==> src/rtl/vram_port2_arbiter.sv <==
// rtl/vram_port2_arbiter.sv - video memory port 2 arbiter between CPU MMIO and rectangle-fill engine
module vram_port2_arbiter #(
    parameter int H_PIXELS = 80,
    parameter int V_PIXELS = 60,
    parameter int XW       = 7,
    parameter int YW       = 6,
    parameter int AW       = 13
) (
    input  logic          CLK,
    input  logic          RST,
    input  logic          CPU_REQ,
    input  logic          CPU_WE,
    input  logic [AW-1:0] CPU_ADDR,
    input  logic [7:0]    CPU_DIN,
    output logic          CPU_ACK,
    output logic [7:0]    CPU_DOUT,
    input  logic          FILL_START,
    input  logic [XW-1:0] FILL_X0,
    input  logic [XW-1:0] FILL_X1,
    input  logic [YW-1:0] FILL_Y0,
    input  logic [YW-1:0] FILL_Y1,
    input  logic [7:0]    FILL_COLOR,
    output logic          FILL_BUSY,
    output logic          FILL_DONE,
    output logic [AW-1:0] MEM_ADDR2,
    output logic [7:0]    MEM_DIN2,
    output logic          MEM_WE2,
    output logic          MEM_RDEN2,
    input  logic [7:0]    MEM_DOUT2
);

    localparam logic [0:0] S_IDLE = 1'b0;
    localparam logic [0:0] S_FILL = 1'b1;

    localparam logic [XW-1:0] X_LAST   = XW'(H_PIXELS - 1);
    localparam logic [YW-1:0] Y_LAST   = YW'(V_PIXELS - 1);
    localparam logic [AW-1:0] ROW_STEP = AW'(H_PIXELS);

    logic [0:0]    state;
    logic [XW-1:0] x;
    logic [XW-1:0] x0;
    logic [XW-1:0] x1;
    logic [YW-1:0] y;
    logic [YW-1:0] y1;
    logic [AW-1:0] row_base;
    logic [7:0]    color;

    logic          cpu_gnt;
    logic          fill_wr;
    logic [XW-1:0] clip_x1;
    logic [YW-1:0] clip_y1;
    logic          fill_empty;

    // A CPU access acknowledged this cycle was granted last cycle, so CPU_ACK doubles as the gap marker
    assign cpu_gnt  = CPU_REQ & ~CPU_ACK;
    assign fill_wr  = (state == S_FILL) & ~cpu_gnt;
    assign CPU_DOUT = MEM_DOUT2;

    assign clip_x1    = (FILL_X1 > X_LAST) ? X_LAST : FILL_X1;
    assign clip_y1    = (FILL_Y1 > Y_LAST) ? Y_LAST : FILL_Y1;
    assign fill_empty = (FILL_X0 > clip_x1) | (FILL_Y0 > clip_y1) |
                        (FILL_X0 > X_LAST)  | (FILL_Y0 > Y_LAST);

    // Port-2 drive follows the current grant; reset kills the enables immediately
    always_comb begin
        MEM_ADDR2 = '0;
        MEM_DIN2  = '0;
        MEM_WE2   = 1'b0;
        MEM_RDEN2 = 1'b0;
        if (!RST) begin
            if (cpu_gnt) begin
                MEM_ADDR2 = CPU_ADDR;
                if (CPU_WE) begin
                    MEM_WE2  = 1'b1;
                    MEM_DIN2 = CPU_DIN;
                end else begin
                    MEM_RDEN2 = 1'b1;
                end
            end else if (state == S_FILL) begin
                MEM_WE2   = 1'b1;
                MEM_ADDR2 = row_base + AW'(x);
                MEM_DIN2  = color;
            end
        end
    end

    // CPU completion pulse, one cycle after its grant
    always_ff @(posedge CLK or posedge RST) begin
        if (RST) begin
            CPU_ACK <= 1'b0;
        end else begin
            CPU_ACK <= cpu_gnt;
        end
    end

    // Fill engine: latch the clipped rectangle, then scan row-major on every cycle the CPU leaves free
    always_ff @(posedge CLK or posedge RST) begin
        if (RST) begin
            state     <= S_IDLE;
            FILL_BUSY <= 1'b0;
            FILL_DONE <= 1'b0;
            x         <= '0;
            x0        <= '0;
            x1        <= '0;
            y         <= '0;
            y1        <= '0;
            row_base  <= '0;
            color     <= '0;
        end else begin
            FILL_DONE <= 1'b0;
            case (state)
                S_IDLE: begin
                    if (FILL_START) begin
                        if (fill_empty) begin
                            FILL_DONE <= 1'b1;
                        end else begin
                            x0        <= FILL_X0;
                            x         <= FILL_X0;
                            x1        <= clip_x1;
                            y         <= FILL_Y0;
                            y1        <= clip_y1;
                            row_base  <= AW'(FILL_Y0) * ROW_STEP;
                            color     <= FILL_COLOR;
                            state     <= S_FILL;
                            FILL_BUSY <= 1'b1;
                        end
                    end
                end
                S_FILL: begin
                    if (fill_wr) begin
                        if (x < x1) begin
                            x <= x + XW'(1);
                        end else if (y == y1) begin
                            state     <= S_IDLE;
                            FILL_BUSY <= 1'b0;
                            FILL_DONE <= 1'b1;
                        end else begin
                            x        <= x0;
                            row_base <= row_base + ROW_STEP;
                            y        <= y + YW'(1);
                        end
                    end
                end
                default: state <= S_IDLE;
            endcase
        end
    end

endmodule

==> config.mk <==
export PLATFORM = sky130hd
export DESIGN_NAME = vram_port2_arbiter
export DESIGN_NICKNAME = d
export VERILOG_FILES = /design/src/rtl/vram_port2_arbiter.sv
export SDC_FILE = /design/constraint.sdc
export NUM_CORES = 1
export LEC_CHECK = 0
export CAP_MARGIN = 25
export CORE_MARGIN = 3
export CORE_UTILIZATION = 40
export CTS_CLUSTER_SIZE = 8
export DETAILED_ROUTE_END_ITERATION = 6
export GPL_TIMING_DRIVEN = 0
export PLACE_DENSITY = 0.67
export SLEW_MARGIN = 20
export SYNTH_ARGS = -nofsm -noshare
export SYNTH_HDL_FRONTEND = slang
export SYNTH_SLANG_ARGS = --single-unit
==> constraint.sdc <==
create_clock -name CLK -period 2.8 [get_ports CLK]
set_clock_uncertainty 0.1 [all_clocks]
set_input_delay 0.56 -clock CLK [delete_from_list [all_inputs] [get_ports CLK]]
set_output_delay 0.56 -clock CLK [all_outputs]
set_load 0.05 [all_outputs]
==> results.py <==
metrics = {
    "yosys": {
        "synthAdderAreaFrac_pct": 10.3,
        "ys_seq_area_share_pct": 33.2,
        "synthCells": 463,
        "syn_area_per_cell_um2": 8.78,
        "yosys-top-cells-area": "dfrtp_1 33%, ha_1 9.8%, mux2_2 6.1%",
        "mappedNetlistNets": 564,
        "synth_xor_area_share_pct": 4.52,
        "synth.lib_cells_used.distinct": 64,
        "synth-edff-count": 0,
        "yosysTopAreaCell": "dfrtp_1",
        "synth-seq-cells": 54,
        "synthDominantCellAreaShare_pct": 33.2,
        "syn-cell-area_um2": 4070,
        "yosysWarnings": 0,
        "synth_top_family_by_area": "compound AO/OA/AOI/OAI gates",
        "synth-compound-area-share_pct": 20.0,
        "ys.flop_type": "dfrtp_1",
        "synthMuxAreaShare_pct": 6.59,
        "synth-simple-area-share_pct": 18.8,
        "postSynth.asyncResetShare_pct": 100,
    },
    "pwr": {
        "p_comb_share_pct": 62.7,
        "netSwitchingFraction_pct": 47.2,
        "clkPwrFrac_pct": 8.8,
        "power.switching_uw": 2460,
        "irDropWorstVdd_mv": 0.436,
        "power_leakage_uw": 0.00263,
        "seqPwrFrac_pct": 28.5,
        "power_per_cell_area_nw_per_um2": 900,
        "internal_power_uw": 2760,
    },
    "worst_hold_path": {
        "hold_start": "x1[3]",
        "hold-path-endpoint": "x1[3]",
        "min_path_cells": 2,
        "hold_path.class": "reg -> reg",
    },
    "layout": {
        "final_common_cell": "dfrtp_1",
        "nFillCells": 920,
        "finalInstanceArea_um2": 5800,
        "utilization_pct": 59.1,
        "n_antenna_cell": 0,
        "layout-drive-gt1-share_pct": 31.6,
        "num-nets-final": 692,
        "layout.cells.non_filler": 725,
        "multi_input_area_um2": 2760,
        "area_growth_pct": 42.8,
        "mostFrequentLayoutCells": "51 x dfrtp_1, 48 x clkdlybuf4s50_1, 41 x nand2_1, 38 x buf_4, 35 x nand3_1",
        "ff_latch_area_um2": 1360,
    },
    "placement": {
        "detailed_place_hpwl_um": 9160,
        "io_buffers": 92,
        "placed_area_um2": 5230,
        "globalplace.congestion": 0.911,
        "dp_cells": 688,
    },
    "routing": {
        "drc": 0,
        "first_pass_iters": 5,
        "wl_um": 12800,
        "wire_per_inst_um": 17.7,
        "vias_per_cell": 5.68,
        "antenna_left": 0,
        "vias": 4118,
        "drt_iter0_drc": 186,
    },
    "critical_path": {
        "crit_type": "reg -> out",
        "ff2ff_path_depth": 8,
        "worstSetupEndpointType": "output pin",
        "slowest_delay_ps": 430,
        "critPathTopFamily": "compound AO/OA/AOI/OAI gates",
        "path_depth": 8,
        "crit_path_cell_trace": "ha_4 > a21o_1 > a21oi_4 > nor3_1 > xor2_1 > a22oi_1 > nor2_2 > buf_6",
        "slowest_stage": "dfrtp_1",
        "rr_startpoint": "x[5]",
        "critPathRequiredTime_ps": 2140,
        "arrival_ps": 2120,
        "cp-start-kind": "register",
        "timing.rr.end": "row_base[9]",
        "crit_fanout": 6,
        "crit_buf_inv": 1,
        "r2r_slack_ps": 120,
    },
    "timing": {
        "period_needed_ps": 2780,
        "holdWs_ps": 389,
        "hold_viol_final": 0,
        "setup_violations": 0,
        "tightest_slew_ps": 964,
        "clock.fmax_mhz": 360,
        "relSlewSlack_pct": 35.2,
        "rsz0062_at_grt": "yes",
        "maxSlewViolCount": 0,
        "period_share_pct": 99.3,
        "setup_tns_ps": 0,
    },
    "clock_network": {
        "cts-root-buf": "clkbuf_8",
        "h-tree-depth": 2,
        "clock_latency_ps": 310,
        "clock_path_buffers": 2,
        "numCtsBuffers": 5,
        "clk_transition_reported_paths_ps": 100,
        "tritoncts": "built",
        "cts_hold_buf": 0,
        "cts_sinks": 54,
    },
    "grt": {
        "antenna_found_initial": 0,
        "grt_usage_pct": 21.9,
        "grt_pass1_wl_um": 20000,
        "grt_max_degree": 55,
        "grt_overflow_total": 0,
        "grt_pass1_vias": 3958,
    },
    "die": {
        "start_util_pct": 41.4,
        "ioPinCount": 102,
        "fp.dieW_um": 107,
        "die_height_um": 107,
        "rows": 36,
        "core_area_um2": 9820,
        "dieArea_um2": 11400,
    },
    "flow_run": {
        "maxCapViolCount": 0,
    },
    "outcome": {
        "status": "completed",
    },
}
==> cell families (layout without fill, tap and decap cells) <==
family	Yosys count	in the layout
AOI/OAI and AO/OA	121	121
buffers and inverters	58	187
and+or+nand+nor	152	152
adders and majority gates	33	33
muxes	24	24
DFF	54	54
xor gates and xnor gates	21	21
==> registers in the layout, summed over array words and instances (netlist names) <==
register,flops
row_base,9
color,8
x0,7
x1,7
x,7
y1,6
y,6
CPU_ACK,1
FILL_BUSY,1
FILL_DONE,1
state,1
==> worst register-to-register path: cells and delay by family (launching register included) <==
family                   cells  cell delay [ps]
flip-flops                   1              440
AO/OA/AOI/OAI                2              480
buffers and inverters        2              340
adder cells (fa/ha/maj)      1              310
AND/OR/NAND/NOR              3              940
==> layer usage <==
| metal | share of wire [%] | global-route usage, % | routed length [µm] | up-vias |
|---|---|---|---|---|
| met1 | 45 | 29.0 | 5700 | 1988 |
| li1 | - | - | - | 1952 |
| met2 | 47 | 36.9 | 6020 | 158 |
| met3 | 7.0 | 4.21 | 891 | 20 |
| met5 | 0 | 0 | 0 | - |
| met4 | 1.5 | 5.21 | 196 | 0 |
==> per-stage QoR <==
stage / total power, µW / worst slack [ps]
2_1_floorplan: 3610 / 44.6
3_3_place_gp: 4390 / -848
3_5_place_dp: 4460 / -907
4_1_cts: 5050 / 3.91
5_1_grt: 5610 / -67.6
6_report: 5220 / 19.2
==> final cells by class <==
type                    count  share of cell area [%]
repair buffers            122                    19.2
flip-flops and latches     54                    23.4
clock inverters             1                  0.0862
well taps                 133                    2.87
inverters                  27                    1.83
clock buffers               7                    1.49
plain buffers              30                    3.56
multi-input cells         351                    47.6
==> cells in the mapped netlist (2+ instances only) <==
library cell,instances
dfrtp_1,54
nand2_1,42
nand3_1,36
ha_1,32
o21ai_0,31
nor2_1,26
inv_1,25
a21oi_1,24
mux2_2,22
clkbuf_1,15
xor2_1,11
nand4_1,10
xnor2_1,10
a21o_1,8
buf_4,8
a22oi_1,7
nor3_1,6
o211ai_1,6
a211oi_1,5
nand2b_1,5
o21a_1,5
and3_1,4
buf_2,4
nor2b_1,4
a22o_1,3
a31oi_1,3
a32o_1,3
nor4_1,3
o221a_2,3
o221ai_1,3
o22ai_1,3
o311ai_0,3
a2111oi_0,2
a221oi_1,2
buf_1,2
mux2i_1,2
nand4b_1,2
nor3b_1,2
or3_1,2
==> worst max-delay path by stage <==
| stage | start | to | slack [ps] |
|---|---|---|---|
| after global routing | row_base[5] | MEM_ADDR2[10] | -70 |
| final | row_base[5] | MEM_ADDR2[12] | 20 |
| after detailed placement | FILL_X1[5] | FILL_BUSY | -910 |
| after floorplan | FILL_Y1[3] | color[0] | 40 |
| after global placement | FILL_X1[5] | FILL_BUSY | -850 |
| after CTS | x[4] | MEM_ADDR2[8] | 4 |
==> power by group through the flow <==
| stage | clock network (µW) | registers, µW | logic [µW] |
|---|---|---|---|
| finish | 462 | 1490 | 3270 |
| CTS | 463 | 1470 | 3110 |
| global route | 500 | 1530 | 3580 |
| global placement | 0 | 1480 | 2910 |
| floorplan | 0 | 1430 | 2180 |
| detailed placement | 0 | 1500 | 2970 |
==> what timing repair did <==
item,4_1_cts,5_1_grt
resized for setup,198,48
buffers inserted,23,7
gates cloned,1,0
pin swaps,21,20
endpoints found under the setup margin,76,71
Power figures use the tool's default switching activity.
